File: src/rtl/result_drain_if.sv
// Handshake and strobe bundle between the result drain controller and its
// neighbours (MAC units, downstream consumer, sequencing controller).
interface result_drain_if #(
    parameter int DATA_W = 16,
    parameter int IDX_W  = 4
);
    logic              start;
    logic              mac1_valid;
    logic [DATA_W-1:0] mac1_data;
    logic              mac2_valid;
    logic [DATA_W-1:0] mac2_data;
    logic              dout_ready;
    logic [DATA_W-1:0] dout;
    logic              dout_valid;
    logic              dout_last;
    logic [IDX_W-1:0]  final_mux_sel;
    logic              mem_clr;
    logic              output_clr;
    logic              output_set;
    logic              busy;
    logic              err;

    // Environment side: sequencer, MAC units and consumer
    modport master (
        output start, mac1_valid, mac1_data, mac2_valid, mac2_data, dout_ready,
        input  dout, dout_valid, dout_last, final_mux_sel,
        input  mem_clr, output_clr, output_set, busy, err
    );

    // Controller side
    modport slave (
        input  start, mac1_valid, mac1_data, mac2_valid, mac2_data, dout_ready,
        output dout, dout_valid, dout_last, final_mux_sel,
        output mem_clr, output_clr, output_set, busy, err
    );
endinterface

File: src/rtl/result_drain_ctrl.sv
// Captures MAC results into a ROWS x COLS buffer, then streams them out over valid/ready.
// Define RESULT_TRANSPOSE_EN to drain in column-major order instead of row-major.
module result_drain_ctrl #(
    parameter int DATA_W = 16,
    parameter int ROWS   = 3,
    parameter int COLS   = 4,
    parameter int IDX_W  = 4
) (
    input  logic          clk,
    input  logic          reset,
    result_drain_if.slave bus
);
    localparam int NUM_RESULTS = ROWS * COLS;
    localparam int WP_W        = IDX_W + 1;   // must also hold the "full" count
    localparam logic [WP_W-1:0]  NUM_WP   = WP_W'(NUM_RESULTS);
    localparam logic [WP_W-1:0]  WP_ONE   = WP_W'(1);
    localparam logic [WP_W-1:0]  WP_TWO   = WP_W'(2);
    localparam logic [IDX_W-1:0] IDX_ONE  = IDX_W'(1);

    typedef enum logic [2:0] {IDLE, CLEAR, COLLECT, DRAIN, DONE} state_t;

    state_t            state_q, state_d;
    logic [WP_W-1:0]   wp_q, wp_d;
    logic              err_q, err_d;
    logic [DATA_W-1:0] mem_q [NUM_RESULTS];

    logic              we0, we1;
    logic [IDX_W-1:0]  wa0, wa1;
    logic [DATA_W-1:0] wd0, wd1;

    logic [IDX_W-1:0]  rd_sel;
    logic              rd_last;
    logic              rd_advance;

    assign rd_advance = (state_q == DRAIN) && bus.dout_ready;

`ifdef RESULT_TRANSPOSE_EN
    localparam logic [IDX_W-1:0] R_LAST = IDX_W'(ROWS - 1);
    localparam logic [IDX_W-1:0] C_LAST = IDX_W'(COLS - 1);
    logic [IDX_W-1:0] r_q, r_d, c_q, c_d;

    // Rows advance fastest so consecutive outputs walk down a column
    assign rd_sel  = IDX_W'(int'(r_q) * COLS + int'(c_q));
    assign rd_last = (r_q == R_LAST) && (c_q == C_LAST);

    always_comb begin
        r_d = r_q;
        c_d = c_q;
        if (state_q == CLEAR) begin
            r_d = '0;
            c_d = '0;
        end else if (rd_advance && !rd_last) begin
            if (r_q == R_LAST) begin
                r_d = '0;
                c_d = c_q + IDX_ONE;
            end else begin
                r_d = r_q + IDX_ONE;
            end
        end
    end

    always_ff @(posedge clk or posedge reset) begin
        if (reset) begin
            r_q <= '0;
            c_q <= '0;
        end else begin
            r_q <= r_d;
            c_q <= c_d;
        end
    end
`else
    localparam logic [IDX_W-1:0] K_LAST = IDX_W'(NUM_RESULTS - 1);
    logic [IDX_W-1:0] k_q, k_d;

    assign rd_sel  = k_q;
    assign rd_last = (k_q == K_LAST);

    always_comb begin
        k_d = k_q;
        if (state_q == CLEAR) begin
            k_d = '0;
        end else if (rd_advance && !rd_last) begin
            k_d = k_q + IDX_ONE;
        end
    end

    always_ff @(posedge clk or posedge reset) begin
        if (reset) begin
            k_q <= '0;
        end else begin
            k_q <= k_d;
        end
    end
`endif

    always_comb begin
        state_d = state_q;
        wp_d    = wp_q;
        err_d   = err_q;
        we0     = 1'b0;
        we1     = 1'b0;
        wa0     = wp_q[IDX_W-1:0];
        wa1     = wp_q[IDX_W-1:0] + IDX_ONE;
        wd0     = bus.mac1_data;
        wd1     = bus.mac2_data;
        case (state_q)
            IDLE: begin
                if (bus.start) state_d = CLEAR;
            end
            CLEAR: begin
                wp_d    = '0;
                err_d   = 1'b0;
                state_d = COLLECT;
            end
            COLLECT: begin
                if (bus.mac1_valid && bus.mac2_valid) begin
                    we0 = 1'b1;
                    // Only one slot left: MAC1 wins, MAC2 is lost and flagged
                    if (wp_q == NUM_WP - WP_ONE) begin
                        err_d = 1'b1;
                        wp_d  = wp_q + WP_ONE;
                    end else begin
                        we1  = 1'b1;
                        wp_d = wp_q + WP_TWO;
                    end
                end else if (bus.mac1_valid) begin
                    we0  = 1'b1;
                    wp_d = wp_q + WP_ONE;
                end else if (bus.mac2_valid) begin
                    we0  = 1'b1;
                    wd0  = bus.mac2_data;
                    wp_d = wp_q + WP_ONE;
                end
                if (wp_d == NUM_WP) state_d = DRAIN;
            end
            DRAIN: begin
                if (bus.mac1_valid || bus.mac2_valid) err_d = 1'b1;
                if (bus.dout_ready && rd_last) state_d = DONE;
            end
            DONE: begin
                state_d = IDLE;
            end
            default: begin
                state_d = IDLE;
            end
        endcase
    end

    always_ff @(posedge clk or posedge reset) begin
        if (reset) begin
            state_q <= IDLE;
            wp_q    <= '0;
            err_q   <= 1'b0;
        end else begin
            state_q <= state_d;
            wp_q    <= wp_d;
            err_q   <= err_d;
        end
    end

    // Buffer contents are don't-care after reset, so no reset here
    always_ff @(posedge clk) begin
        if (we0) mem_q[wa0] <= wd0;
        if (we1) mem_q[wa1] <= wd1;
    end

    assign bus.dout_valid    = (state_q == DRAIN);
    assign bus.final_mux_sel = bus.dout_valid ? rd_sel : '0;
    assign bus.dout          = bus.dout_valid ? mem_q[rd_sel] : '0;
    assign bus.dout_last     = bus.dout_valid && rd_last;
    assign bus.mem_clr       = (state_q == CLEAR);
    assign bus.output_clr    = (state_q == CLEAR);
    assign bus.output_set    = (state_q == DONE);
    assign bus.busy          = (state_q != IDLE);
    assign bus.err           = err_q;
endmodule

File: src/flat_wrapper.sv
// flat-port wrapper written by rule: the top's interface ports become plain ports
module result_drain_ctrl_flat 
#(
    parameter int DATA_W = 16,
    parameter int ROWS   = 3,
    parameter int COLS   = 4,
    parameter int IDX_W  = 4
)
  (clk, reset, bus_start, bus_mac1_valid, bus_mac1_data, bus_mac2_valid, bus_mac2_data, bus_dout_ready, bus_dout, bus_dout_valid, bus_dout_last, bus_final_mux_sel, bus_mem_clr, bus_output_clr, bus_output_set, bus_busy, bus_err);
  result_drain_if #(.DATA_W(DATA_W), .IDX_W(IDX_W)) bus_i ();
  input  logic clk;
  input  logic reset;
  input wire logic [$bits(bus_i.start)-1:0] bus_start;
  input wire logic [$bits(bus_i.mac1_valid)-1:0] bus_mac1_valid;
  input wire logic [$bits(bus_i.mac1_data)-1:0] bus_mac1_data;
  input wire logic [$bits(bus_i.mac2_valid)-1:0] bus_mac2_valid;
  input wire logic [$bits(bus_i.mac2_data)-1:0] bus_mac2_data;
  input wire logic [$bits(bus_i.dout_ready)-1:0] bus_dout_ready;
  output wire logic [$bits(bus_i.dout)-1:0] bus_dout;
  output wire logic [$bits(bus_i.dout_valid)-1:0] bus_dout_valid;
  output wire logic [$bits(bus_i.dout_last)-1:0] bus_dout_last;
  output wire logic [$bits(bus_i.final_mux_sel)-1:0] bus_final_mux_sel;
  output wire logic [$bits(bus_i.mem_clr)-1:0] bus_mem_clr;
  output wire logic [$bits(bus_i.output_clr)-1:0] bus_output_clr;
  output wire logic [$bits(bus_i.output_set)-1:0] bus_output_set;
  output wire logic [$bits(bus_i.busy)-1:0] bus_busy;
  output wire logic [$bits(bus_i.err)-1:0] bus_err;
  assign bus_i.start = bus_start;
  assign bus_i.mac1_valid = bus_mac1_valid;
  assign bus_i.mac1_data = bus_mac1_data;
  assign bus_i.mac2_valid = bus_mac2_valid;
  assign bus_i.mac2_data = bus_mac2_data;
  assign bus_i.dout_ready = bus_dout_ready;
  assign bus_dout = bus_i.dout;
  assign bus_dout_valid = bus_i.dout_valid;
  assign bus_dout_last = bus_i.dout_last;
  assign bus_final_mux_sel = bus_i.final_mux_sel;
  assign bus_mem_clr = bus_i.mem_clr;
  assign bus_output_clr = bus_i.output_clr;
  assign bus_output_set = bus_i.output_set;
  assign bus_busy = bus_i.busy;
  assign bus_err = bus_i.err;
  result_drain_ctrl #(.DATA_W(DATA_W), .ROWS(ROWS), .COLS(COLS), .IDX_W(IDX_W)) u_core (.clk(clk), .reset(reset), .bus(bus_i));
endmodule
File: config.mk
export PLATFORM = sky130hd
export DESIGN_NAME = result_drain_ctrl_flat
export DESIGN_NICKNAME = d
export VERILOG_FILES = /design/src/rtl/result_drain_if.sv /design/src/rtl/result_drain_ctrl.sv /design/src/flat_wrapper.sv
export SDC_FILE = /design/constraint.sdc
export NUM_CORES = 1
export LEC_CHECK = 0
export CORE_MARGIN = 2
export CORE_UTILIZATION = 40
export CTS_BUF_LIST = sky130_fd_sc_hd__clkbuf_2 sky130_fd_sc_hd__clkbuf_4 sky130_fd_sc_hd__clkbuf_8
export DETAILED_ROUTE_END_ITERATION = 16
export GPL_TIMING_DRIVEN = 0
export SLEW_MARGIN = 20
export SYNTH_ARGS = -nofsm -noshare
export SYNTH_HDL_FRONTEND = slang
export SYNTH_SLANG_ARGS = --single-unit
export TNS_END_PERCENT = 1
File: constraint.sdc
create_clock -name clk -period 3.4 [get_ports clk]
set_input_delay 0.68 -clock clk [delete_from_list [all_inputs] [get_ports clk]]
set_output_delay 0.68 -clock clk [all_outputs]
set_load 0.01 [all_outputs]
# Word-level counts from Yosys, hierarchy flattened
# Memory sizes are Yosys's and may differ from the RTL's.
# Cells that the tools add are included.
# word_totals
register_bits,13
ramBits,192
in_bits,38
output_inout_bits,27
elab_cells,69
memories,1
# mem_list
name,depth,width,rd,rd_ports_with_merged_regs,wr,line,rtl
u_core.mem_q,12,16,1,0,2,result_drain_ctrl.sv:25,logic [DATA_W-1:0] mem_q [NUM_RESULTS];
# op_classes
add_sub_neg,4
eq_ne,13
mux,33
n_reduce_logical,14
# op_table
cell,count
$mux 16,5
$mux 5,5
$mux 1,14
$mux 4,3
$pmux 3 s4,1
$eq 5x4->1 const B,2
$pmux 5 s2,1
$mux 3,3
$add 4x1->4 const B,2
$eq 3x2->1 const B,2
$ne 2x1->1 const B,3
$ne 2x2->1 const B,3
$reduce_bool 3->1,2
$add 5x1->5 const B,1
$add 5x2->5 const B,1
$logic_and 1x1->1,5
$eq 4x4->1 const B,1
$reduce_and 4->1,1
$reduce_bool 2->1,2
$eq 3x1->1 const B,1
$eq 3x3->1 const B,1
$logic_not 3->1,1
$pmux 1 s3,1
$reduce_and 3->1,1
other kinds (2),2

# Logic depth before layout (Yosys ltp)
# Gate-level depths: netlist of the first run.
# logic_depth
word_depth,8
mapped_depth,8
ltp_nobuf,6

# Worst setup path before layout of the first run
# Ideal clock, no wire load.
# synth_timing
kind,flip-flop to flip-flop
start,register u_core.wp_q[1]
end,"memory u_core.mem_q[4][0], enable pin"
setup_ns,0.367
arrival_time_ns,2.289
required_time_ns,3.033
setup_slack_ns,0.744
path_stages_with_launch,8
path_buffers,1
synth_period_minus_slack_ns,2.656
cell_sequence,dfrtp_1 -> ha_1 -> nand2_1 -> xor2_2 -> nand2_2 -> nor3_4 -> buf_6 -> a21o_1
# synth_rtl
item,line,rtl
"start, declared",result_drain_ctrl.sv:23,"logic [WP_W-1:0] wp_q, wp_d;"
"start signal, assigned",result_drain_ctrl.sv:156,wp_q <= wp_d;
"end, declared",result_drain_ctrl.sv:25,

# Worst setup path after layout of the first run
# layout_timing
start,register u_core.k_q[1]
end,output port bus_dout[8]
# layout_via
elab_chain_len,2
# layout_rtl
item,line,rtl
"start, declared",result_drain_ctrl.sv:73,"logic [IDX_W-1:0] k_q, k_d;"
"start signal, assigned",result_drain_ctrl.sv:91,k_q <= k_d;
$mem_v2 12x16,n/a,
$mux 16,result_drain_ctrl.sv:169,assign bus.dout = bus.dout_valid ? mem_q[rd_sel] : '0;
"end, declared",flat_wrapper.sv:19,output wire logic [$bits(bus_i.dout)-1:0] bus_dout;
# No other way between the ends.

==> results_dict.tcl, run 1 <==
set metrics [dict create \
    status "finished with violations" \
    violations "setup timing" \
    cp.arrival_ns 2.75 \
    relSlewSlack_pct 36.92 \
    final_common_cell "edfxtp_1" \
    cp_max_fo 10 \
    drt_pass1_iterations 5 \
    internal_power_mw 5.952 \
    fin_crit_sh_pct 100.9 \
    synthArstFlopShare_pct 6.341 \
    die_h_um 171.4 \
    crit_required_ns 2.72 \
    routed_wirelength_um 36210 \
    place_area_um2 12310 \
    final_cells 1379 \
    crit_type "reg2out" \
    start_kind "register" \
    antenna_cells 0 \
    cts-htree-levels 2 \
    fin_tns_setup_ns -0.1077 \
    synthFlopType "edfxtp_1" \
    ant_nets 0 \
    critPathCaptureType "primary output" \
    hpwlAfterDp_um 22260 \
    cts_buffers 37 \
    synth.distinct_cells 58 \
    ir_drop_mv 0.3050 \
    synth_adder_area_share_pct 0.9828 \
    syn_area_per_cell_um2 12.79 \
    max-cap-violations 0 \
    min_period_ns 3.430 \
    hold_violations 0 \
    finalMaxSlewViolations 0 \
    p_sw_mw 3.247 \
    remaining_drc_errors 0 \
    final_util_pct 47.69 \
    port_buffers 63 \
    pwr-share-seq_pct 39.1 \
    syn_nets 922 \
    power_frac_comb_pct 37.7 \
    synth_edf_count 192 \
    fmax_mhz 291.6 \
    finalWorstSetupSlack_ns -0.02955 \
    core_um2 27710 \
    routedWlPerCell_um 26.26 \
    cts_tree "built" \
    area_delta_synth_final_pct 17.92 \
    syn_inst 876 \
    p_leak_nw 4.592 \
    ys_ff_latch 205 \
    final_layout_size_suffix_gt1_share_pct 27.97 \
    skew_ns 0.03322 \
    synthMuxAreaShare_pct 23.17 \
    syn_area_um2 11200 \
    viasPerCell 5.809 \
    grt_max_degree 17 \
    drt_iter0_drc 804 \
    grt_pass1_wl_um 52500 \
    layout.nets 1026 \
    dieArea_um2 29360 \
    gp_congestion 0.8283 \
    synth_top_cell_by_area "edfxtp_1" \
    core.rowCount 61 \
    dp_cells 1317 \
    yosysSeqAreaShare_pct 54.37 \
    clock_latency_ns 0.54 \
    vias 8010 \
    p_sw_share_pct 35.30 \
    pre_cts_ws_ns -0.7653 \
    worstPathCellList "clkbuf_1 -> buf_4 -> mux4_2 -> mux2i_1 -> a211oi_1 -> clkdlybuf4s50_1" \
    synth_compound_area_share_pct 9.549 \
    yosys_warnings 0 \
    power.share.clock_pct 23.2 \
    synth-xor-area-share_pct 0.5361 \
    critPathMaxStageDelay_ns 0.61 \
    cts_hold_buffers 0 \
    synth_top_family_by_area "multiplexers" \
    grt_remaining_overflow 0 \
    synth-simple-area-share_pct 7.974 \
    min_path_type "in2async" \
    setup_viol 6 \
    critPathSlowestCell "clkdlybuf4s50_1" \
    antenna_found_initial 1 \
    tightest_slew_ns 0.9462 \
    synth.top_cell.area_share_pct 51.46 \
    io_pins 65 \
    grt_pass1_vias 8062 \
    root_buffer "clkbuf_8" \
    postLayoutCellArea_um2 13210 \
    rsz0062_at_grt "true" \
    final_cell_mix "192 x edfxtp_1, 118 x a21oi_1, 116 x nor2_1, 110 x mux2_2, 60 x clkdlybuf4s50_1" \
    clock_sinks 205 \
    grt_usage_pct 25.17 \
    initial_core_util_pct 40.44 \
    fp.dieW_um 171.4 \
    power_per_cell_area_nw_per_um2 696.3 \
    synth_area_leaders "edfxtp_1 51%, mux2_2 11%, mux4_2 6.4%" \
    max-clock-path-buffers 3 \
    clk_pin_slew_worst_paths_ns 0.06 \
]
-- area by class of cell --
type                    instances  area (µm²)
well taps                     378       473.0
repair buffers                 66       656.9
plain buffers                  75       474.2
multi-input cells             589        4850
inverters                       6       26.28
clock inverters                14       62.56
fillers                      2493       14490
flip-flops and latches        205        6092
clock buffers                  46       576.8
-- cell usage after synthesis, types with 3 or more instances --
cell type  instances
buf_6              3
or3_1              3
or2_2              3
ha_1               8
nor2_1           116
o21ai_0           24
nand2_1           21
nand3_1            5
inv_1              6
buf_2              9
a211oi_1           8
edfxtp_1         192
a21o_1             6
nand4_1            6
a21oi_1          120
mux4_2            32
o22ai_1            3
a221oi_1           8
nor3_4             3
dfrtp_1           13
nor3b_1            5
buf_4              8
xor2_1             3
mux2i_1           40
clkbuf_1          52
mux2_1             9
mux2_2           110
and2_1             5
mux2_4             9
buf_1              3
a21boi_0           8
-- layer usage --
layer / share of wire, % / vias up / GRT usage, %
met2: 46 / 409 / 40.38
met5: 0.16 / - / 0
met1: 41 / 3965 / 33.41
met3: 9.2 / 97 / 5.913
li1: - / 3537 / -
met4: 3.5 / 2 / 9.211
-- flip-flops by register name, summed over array words and instances (netlist names) --
name and flops:
u_core.state_q 3, u_core.wp_q 5, u_core.mem_q 192, u_core.bus.err 1
u_core.k_q 4
-- worst max-delay path: cells and delay by family, from the launching register on --
| kind | cells | cell delay (ns) |
|---|---|---|
| AO/OA/AOI/OAI | 1 | 0.37 |
| buffers and inverters | 3 | 1.18 |
| flip-flops | 1 | 0.35 |
| multiplexers | 2 | 0.29 |
-- path summary, 6_finish.rpt --
kind / from / to / slack [ns] / cells after the start
min: reset / u_core.wp_q[4] / 0.48 / 2
max: u_core.k_q[1] / bus_dout[8] / -0.03 / 6
min in group clk: u_core.bus.err / u_core.bus.err / 0.52 / 2
max reg2reg: u_core.wp_q[1] / u_core.mem_q[9][9] / 0.10 / 7
max in group asynchronous: reset / u_core.k_q[0] / 2.53 / 2
min reg2reg: u_core.bus.err / u_core.bus.err / 0.52 / 2
-- what timing repair did --
action                     4_1_cts  5_1_grt
pin swaps                        4        4
gates cloned                     0        0
gates resized for setup         74       19
setup buffers                    2        1
setup endpoints to repair      212      137
-- power groups by stage --
| stage | Clock [mW] | Sequential [mW] | Combinational, mW |
|---|---|---|---|
| 2_1_floorplan | 0 | 3.56 | 2.18 |
| 4_1_cts | 2.15 | 3.59 | 3.39 |
| 5_1_grt | 2.26 | 3.63 | 3.68 |
| 6_report | 2.14 | 3.59 | 3.47 |
| 3_5_place_dp | 0 | 3.63 | 3.21 |
| 3_3_place_gp | 0 | 3.62 | 3.17 |
-- metrics by stage --
stage	total power, mW	hold slack [ns]
4_1_cts	9.130	0.4837
6_report	9.199	0.4758
3_5_place_dp	6.841	0.4986
2_1_floorplan	5.742	0.4852
5_1_grt	9.566	0.5181
3_3_place_gp	6.789	0.5029
-- cell families (layout without fill, tap and decap cells) --
family | after synthesis | after routing
flops | 205 | 205
mux | 200 | 200
compound gates | 189 | 189
simple gates | 185 | 185
buf+inv | 82 | 207
fa+ha+maj | 9 | 9
xor+xnor | 6 | 6
(Power assumes the default switching activity.)
==> inputs of run 2 (changes only) <==
CAP_MARGIN = 20   (was unset)
TNS_END_PERCENT = unset   (was 1)
==> run 2 against run 1 <==
  * The flow still finishes with violations (setup timing)
  * Cell count up 0.22%
  * Critical path depth unchanged
  * Global-route usage about the same
  * Setup slack worse by 0.017 ns
  * Critical endpoint is now bus_dout[2]
==> results_dict.tcl, run 2 (synthesis gave the netlist of run 1 again) <==
set metrics [dict create \
    status "finished with violations" \
    violations "setup timing" \
    core_um2 27710 \
    clk_pin_slew_worst_paths_ns 0.06 \
    antenna_cells 0 \
    io_pins 65 \
    cp.arrival_ns 2.77 \
    dp_cells 1317 \
    port_buffers 63 \
    cts_tree "built" \
    min_period_ns 3.447 \
    power_frac_comb_pct 38.7 \
    critPathSlowestCell "clkdlybuf4s50_1" \
    path_buf_inv 4 \
    die_h_um 171.4 \
    antenna_found_initial 0 \
    crit_type "reg2out" \
    remaining_drc_errors 0 \
    power_per_cell_area_nw_per_um2 701.2 \
    tightest_slew_ns 1.037 \
    fin_crit_sh_pct 101.4 \
    final_cell_mix "192 x edfxtp_1, 116 x nor2_1, 115 x a21oi_1, 110 x mux2_2, 52 x clkdlybuf4s50_1" \
    fin_tns_setup_ns -0.04662 \
    grt_max_degree 17 \
    relSlewSlack_pct 30.84 \
    cts-htree-levels 2 \
    clock_sinks 205 \
    routedWlPerCell_um 26.44 \
    grt_usage_pct 25.20 \
    largest_reg_flops 192 \
    gp_congestion 0.8283 \
    internal_power_mw 6.053 \
    path_delay_family "buffers and inverters" \
    clock_latency_ns 0.54 \
    hold_violations 0 \
    worstPathCellList "clkbuf_1 -> clkbuf_4 -> clkbuf_4 -> o21ai_0 -> a21oi_2 -> clkdlybuf4s50_1" \
    finalWorstSetupSlack_ns -0.04662 \
    ir_drop_mv 0.2587 \
    critPathMaxStageDelay_ns 0.57 \
    grt_pass1_vias 8067 \
    start_kind "register" \
    pre_cts_ws_ns -0.7653 \
    top_register "u_core.mem_q" \
    root_buffer "clkbuf_8" \
    max-cap-violations 0 \
    fp.dieW_um 171.4 \
    max-clock-path-buffers 3 \
    min_path_type "in2async" \
    cts_buffers 37 \
    grt_remaining_overflow 0 \
    routed_wirelength_um 36540 \
    p_leak_nw 4.790 \
    ant_nets 0 \
    n_fill_cell 2477 \
    grt_pass1_wl_um 52520 \
    crit_required_ns 2.72 \
    hpwlAfterDp_um 22260 \
    cp_max_fo 10 \
    reg_top3 "u_core.mem_q: 192 flops, u_core.wp_q: 5 flops, u_core.k_q: 4 flops" \
    viasPerCell 5.842 \
    pwr-share-seq_pct 38.4 \
    setup_viol 1 \
    finalMaxSlewViolations 0 \
    fmax_mhz 290.1 \
    p_sw_mw 3.330 \
    power.share.clock_pct 22.9 \
    cts_hold_buffers 0 \
    skew_ns 0.02419 \
    initial_core_util_pct 40.44 \
    drt_pass1_iterations 5 \
    critPathCaptureType "primary output" \
    drt_iter0_drc 822 \
    rsz0062_at_grt "true" \
    core.rowCount 61 \
    final_common_cell "edfxtp_1" \
    layout.nets 1029 \
    vias 8073 \
    dieArea_um2 29360 \
    final_cells 1382 \
    p_sw_share_pct 35.49 \
    final_layout_size_suffix_gt1_share_pct 29.48 \
    crit_top_cell "clkbuf_4" \
    finalPower_mw 9.383 \
    area_delta_synth_final_pct 19.44 \
]
==> run 2: metal layers <==
metal	global-route usage (%)	part of all wire [%]
met4	9.801	3.5
met1	33.61	40
met5	0	0
met2	40.06	46
met3	5.798	9.9
==> run 2: power groups by stage <==
stage          Sequential, mW  Clock [mW]  Combinational [mW]
2_1_floorplan            3.56           0                2.18
3_3_place_gp             3.62           0                3.17
3_5_place_dp             3.63           0                3.21
4_1_cts                  3.59        2.15                3.41
5_1_grt                  3.65        2.26                3.84
6_report                 3.61        2.14                3.63
==> run 2: stage by stage <==
stage                     hold slack (ns)  cell area, µm²  util (%)
after detailed placement           0.4986           12310     44.42
after global placement             0.5029           12310     44.42
after CTS                          0.4837           13140     47.44
after global routing               0.5211           13380     48.30
after floorplan                    0.4852           11200         -
final                              0.4745           13380     48.30
==> run 2: worst paths after layout <==
check,startpoint,to,slack (ns),cells after the start
worst max register to register,u_core.wp_q[1],u_core.mem_q[9][10],0.11,7
worst max-delay path,u_core.k_q[1],bus_dout[2],-0.05,6
min in group clk,u_core.bus.err,u_core.bus.err,0.52,2
max in group asynchronous,reset,u_core.k_q[0],2.54,2
worst min register to register,u_core.bus.err,u_core.bus.err,0.52,2
worst min-delay path,reset,u_core.wp_q[4],0.47,2
==> run 2: timing repair <==
action	in CTS	in global routing
setup buffers	2	3
hold endpoints to repair	0	0
cloned	0	1
resized for setup	77	47
pin swaps	3	6
endpoints found under the setup margin	212	138
==> run 2: layout make-up <==
cell class	instances	area [µm²]	area share, %
well taps	378	473.0	3.534
flip-flops and latches	205	6092	45.53
inverters	6	26.28	0.1964
plain buffers	75	491.7	3.675
clock buffers	46	576.8	4.310
clock inverters	14	62.56	0.4675
repair buffers	69	733.2	5.479
multi-input cells	589	4926	36.81
==> inputs of run 3 (changes only) <==
CELL_PAD_IN_SITES_DETAIL_PLACEMENT = 1   (was unset)
CELL_PAD_IN_SITES_GLOBAL_PLACEMENT = 2   (was unset)
PLACE_DENSITY_LB_ADDON = 0.1   (was unset)
==> run 3 against run 2 <==
  * The run now ends clean
  * Clock power grew 13%
  * Routed wire length increased by 11%
  * Sequential share of layout area is 0.25 points lower
  * Register-to-register slack is essentially flat
  * Maximum frequency is 2.0% higher
  * Sequential cell count did not move
  * Clock skew shrank 0.0097 ns
  * Worst hold slack lost 0.0042 ns
  * Power grew 3.4%
  * Combinational power barely moved
  * Critical path type unchanged
  * Largest power group unchanged
  * Highest routed layer unchanged
==> results_dict.tcl, run 3 (synthesis gave the netlist of run 1 again) <==
set metrics [dict create \
    status "complete, no violations" \
    grt_pass1_vias 8786 \
    skew_ns 0.01449 \
    routed_wirelength_um 40730 \
    max-cap-violations 0 \
    power_per_cell_area_nw_per_um2 720.9 \
    power.share.clock_pct 25.0 \
    cts-htree-levels 2 \
    top_register "u_core.mem_q" \
    antenna_found_initial 0 \
    io_pins 65 \
    routedWlPerCell_um 29.24 \
    setup_viol 0 \
    drt_pass1_iterations 5 \
    viasPerCell 5.872 \
    rsz0062_at_grt "false" \
    critPathCaptureType "primary output" \
    dieArea_um2 29360 \
    cts_buffers 39 \
    min_period_ns 3.377 \
    fin_tns_setup_ns 0 \
    cp.arrival_ns 2.70 \
    hold_ws_ns 0.4702 \
    grt_pass1_wl_um 59260 \
    pwr-share-seq_pct 37.3 \
    drt_iter0_drc 655 \
    grt_usage_pct 28.66 \
    final_cell_mix "192 x edfxtp_1, 117 x a21oi_1, 116 x nor2_1, 110 x mux2_2, 52 x clkdlybuf4s50_1" \
    finalMaxSlewViolations 0 \
    final_layout_size_suffix_gt1_share_pct 30.64 \
    cts_tree "built" \
    final_common_cell "edfxtp_1" \
    clk_pin_slew_worst_paths_ns 0.06 \
    internal_power_mw 6.233 \
    crit_required_ns 2.72 \
    regArea_um2 6092 \
    p_leak_nw 4.838 \
    p_sw_share_pct 35.75 \
    ff2ff_path_depth 6 \
    max-clock-path-buffers 3 \
    die_h_um 171.4 \
    hold_violations 0 \
    p_sw_mw 3.468 \
    ant_nets 0 \
    layout.nets 1032 \
    power_frac_comb_pct 37.7 \
    area_delta_synth_final_pct 20.11 \
    tightest_slew_ns 1.006 \
    largest_reg_flops 192 \
    hpwlAfterDp_um 25700 \
    crit_type "reg2out" \
    grt_remaining_overflow 0 \
    relSlewSlack_pct 32.95 \
    fin_crit_sh_pct 99.34 \
    vias 8179 \
    antenna_cells 0 \
    cts_hold_buffers 0 \
    clock_sinks 205 \
    multi_input_area_um2 4888 \
    min_path_type "in2async" \
    gp_congestion 0.8102 \
    reg_top3 "u_core.mem_q: 192 flops, u_core.wp_q: 5 flops, u_core.k_q: 4 flops" \
    port_buffers 63 \
    clock_latency_ns 0.55 \
    root_buffer "clkbuf_8" \
    start_kind "register" \
    cp_max_fo 5 \
    n_fill_cell 2845 \
    ir_drop_mv 0.3081 \
    remaining_drc_errors 0 \
    initial_core_util_pct 40.44 \
    grt_max_degree 17 \
    core.rowCount 61 \
    fmax_mhz 296.1 \
    fp.dieW_um 171.4 \
    core_um2 27710 \
]
run 3: worst paths after layout:
kind	start	end	slack [ns]
max in group asynchronous	reset	u_core.k_q[0]	2.55
max reg2reg	u_core.wp_q[1]	u_core.mem_q[7][11]	0.11
min in group clk	u_core.bus.err	u_core.bus.err	0.52
min reg2reg	u_core.bus.err	u_core.bus.err	0.52
max	u_core.k_q[0]	bus_dout[6]	0.02
min	reset	u_core.wp_q[1]	0.47
run 3: worst max-delay path: stages, from the launching register on:
cell             delay [ns]
dfrtp_2                0.49
buf_12                 0.17
buf_12                 0.13
mux4_2                 0.32
mux2i_1                0.09
a211oi_2               0.34
clkdlybuf4s50_1        0.60
run 3: power by group through the flow:
stage	registers, mW	logic (mW)	clock network (mW)
6_report	3.62	3.66	2.42
5_1_grt	3.66	3.88	2.55
4_1_cts	3.61	3.59	2.45
3_5_place_dp	3.64	3.32	0
3_3_place_gp	3.61	3.23	0
2_1_floorplan	3.56	2.18	0
run 3: timing repair:
item                       4_1_cts  5_1_grt
resized for setup               82       41
setup buffers                    5        3
setup endpoints to repair      212      131
pin swaps                        4        2
run 3: layer usage:
metal  part of all wire (%)  wire [µm]  vias up  global-route usage [%]
met5                      0          0        -                       0
met4                    2.9       1189        0                   10.46
met3                    6.4       2593       80                   5.338
met1                     42      17230     4231                   37.30
li1                       -          -     3553                       -
met2                     48      19720      315                   47.88
run 3: through the flow:
stage	utilization, %	setup WS [ns]	area (µm²)	instances	power, mW
final	48.57	0.02251	13460	1393	9.701
after global routing	48.57	0.005156	13460	1393	10.09
after CTS	48.11	-0.006969	13330	1390	9.655
after detailed placement	44.42	-1.056	12310	1317	6.962
after global placement	44.42	-0.9313	12310	1317	6.833
after floorplan	-	0.7436	11200	876	5.742
run 3: cell type report:
class,instances,share of cell area [%]
plain buffers,74,3.701
clock buffers,58,5.142
clock inverters,12,0.4370
inverters,6,0.1674
multi-input cells,589,36.33
flip-flops and latches,205,45.27
well taps,378,3.515
repair buffers,71,5.439
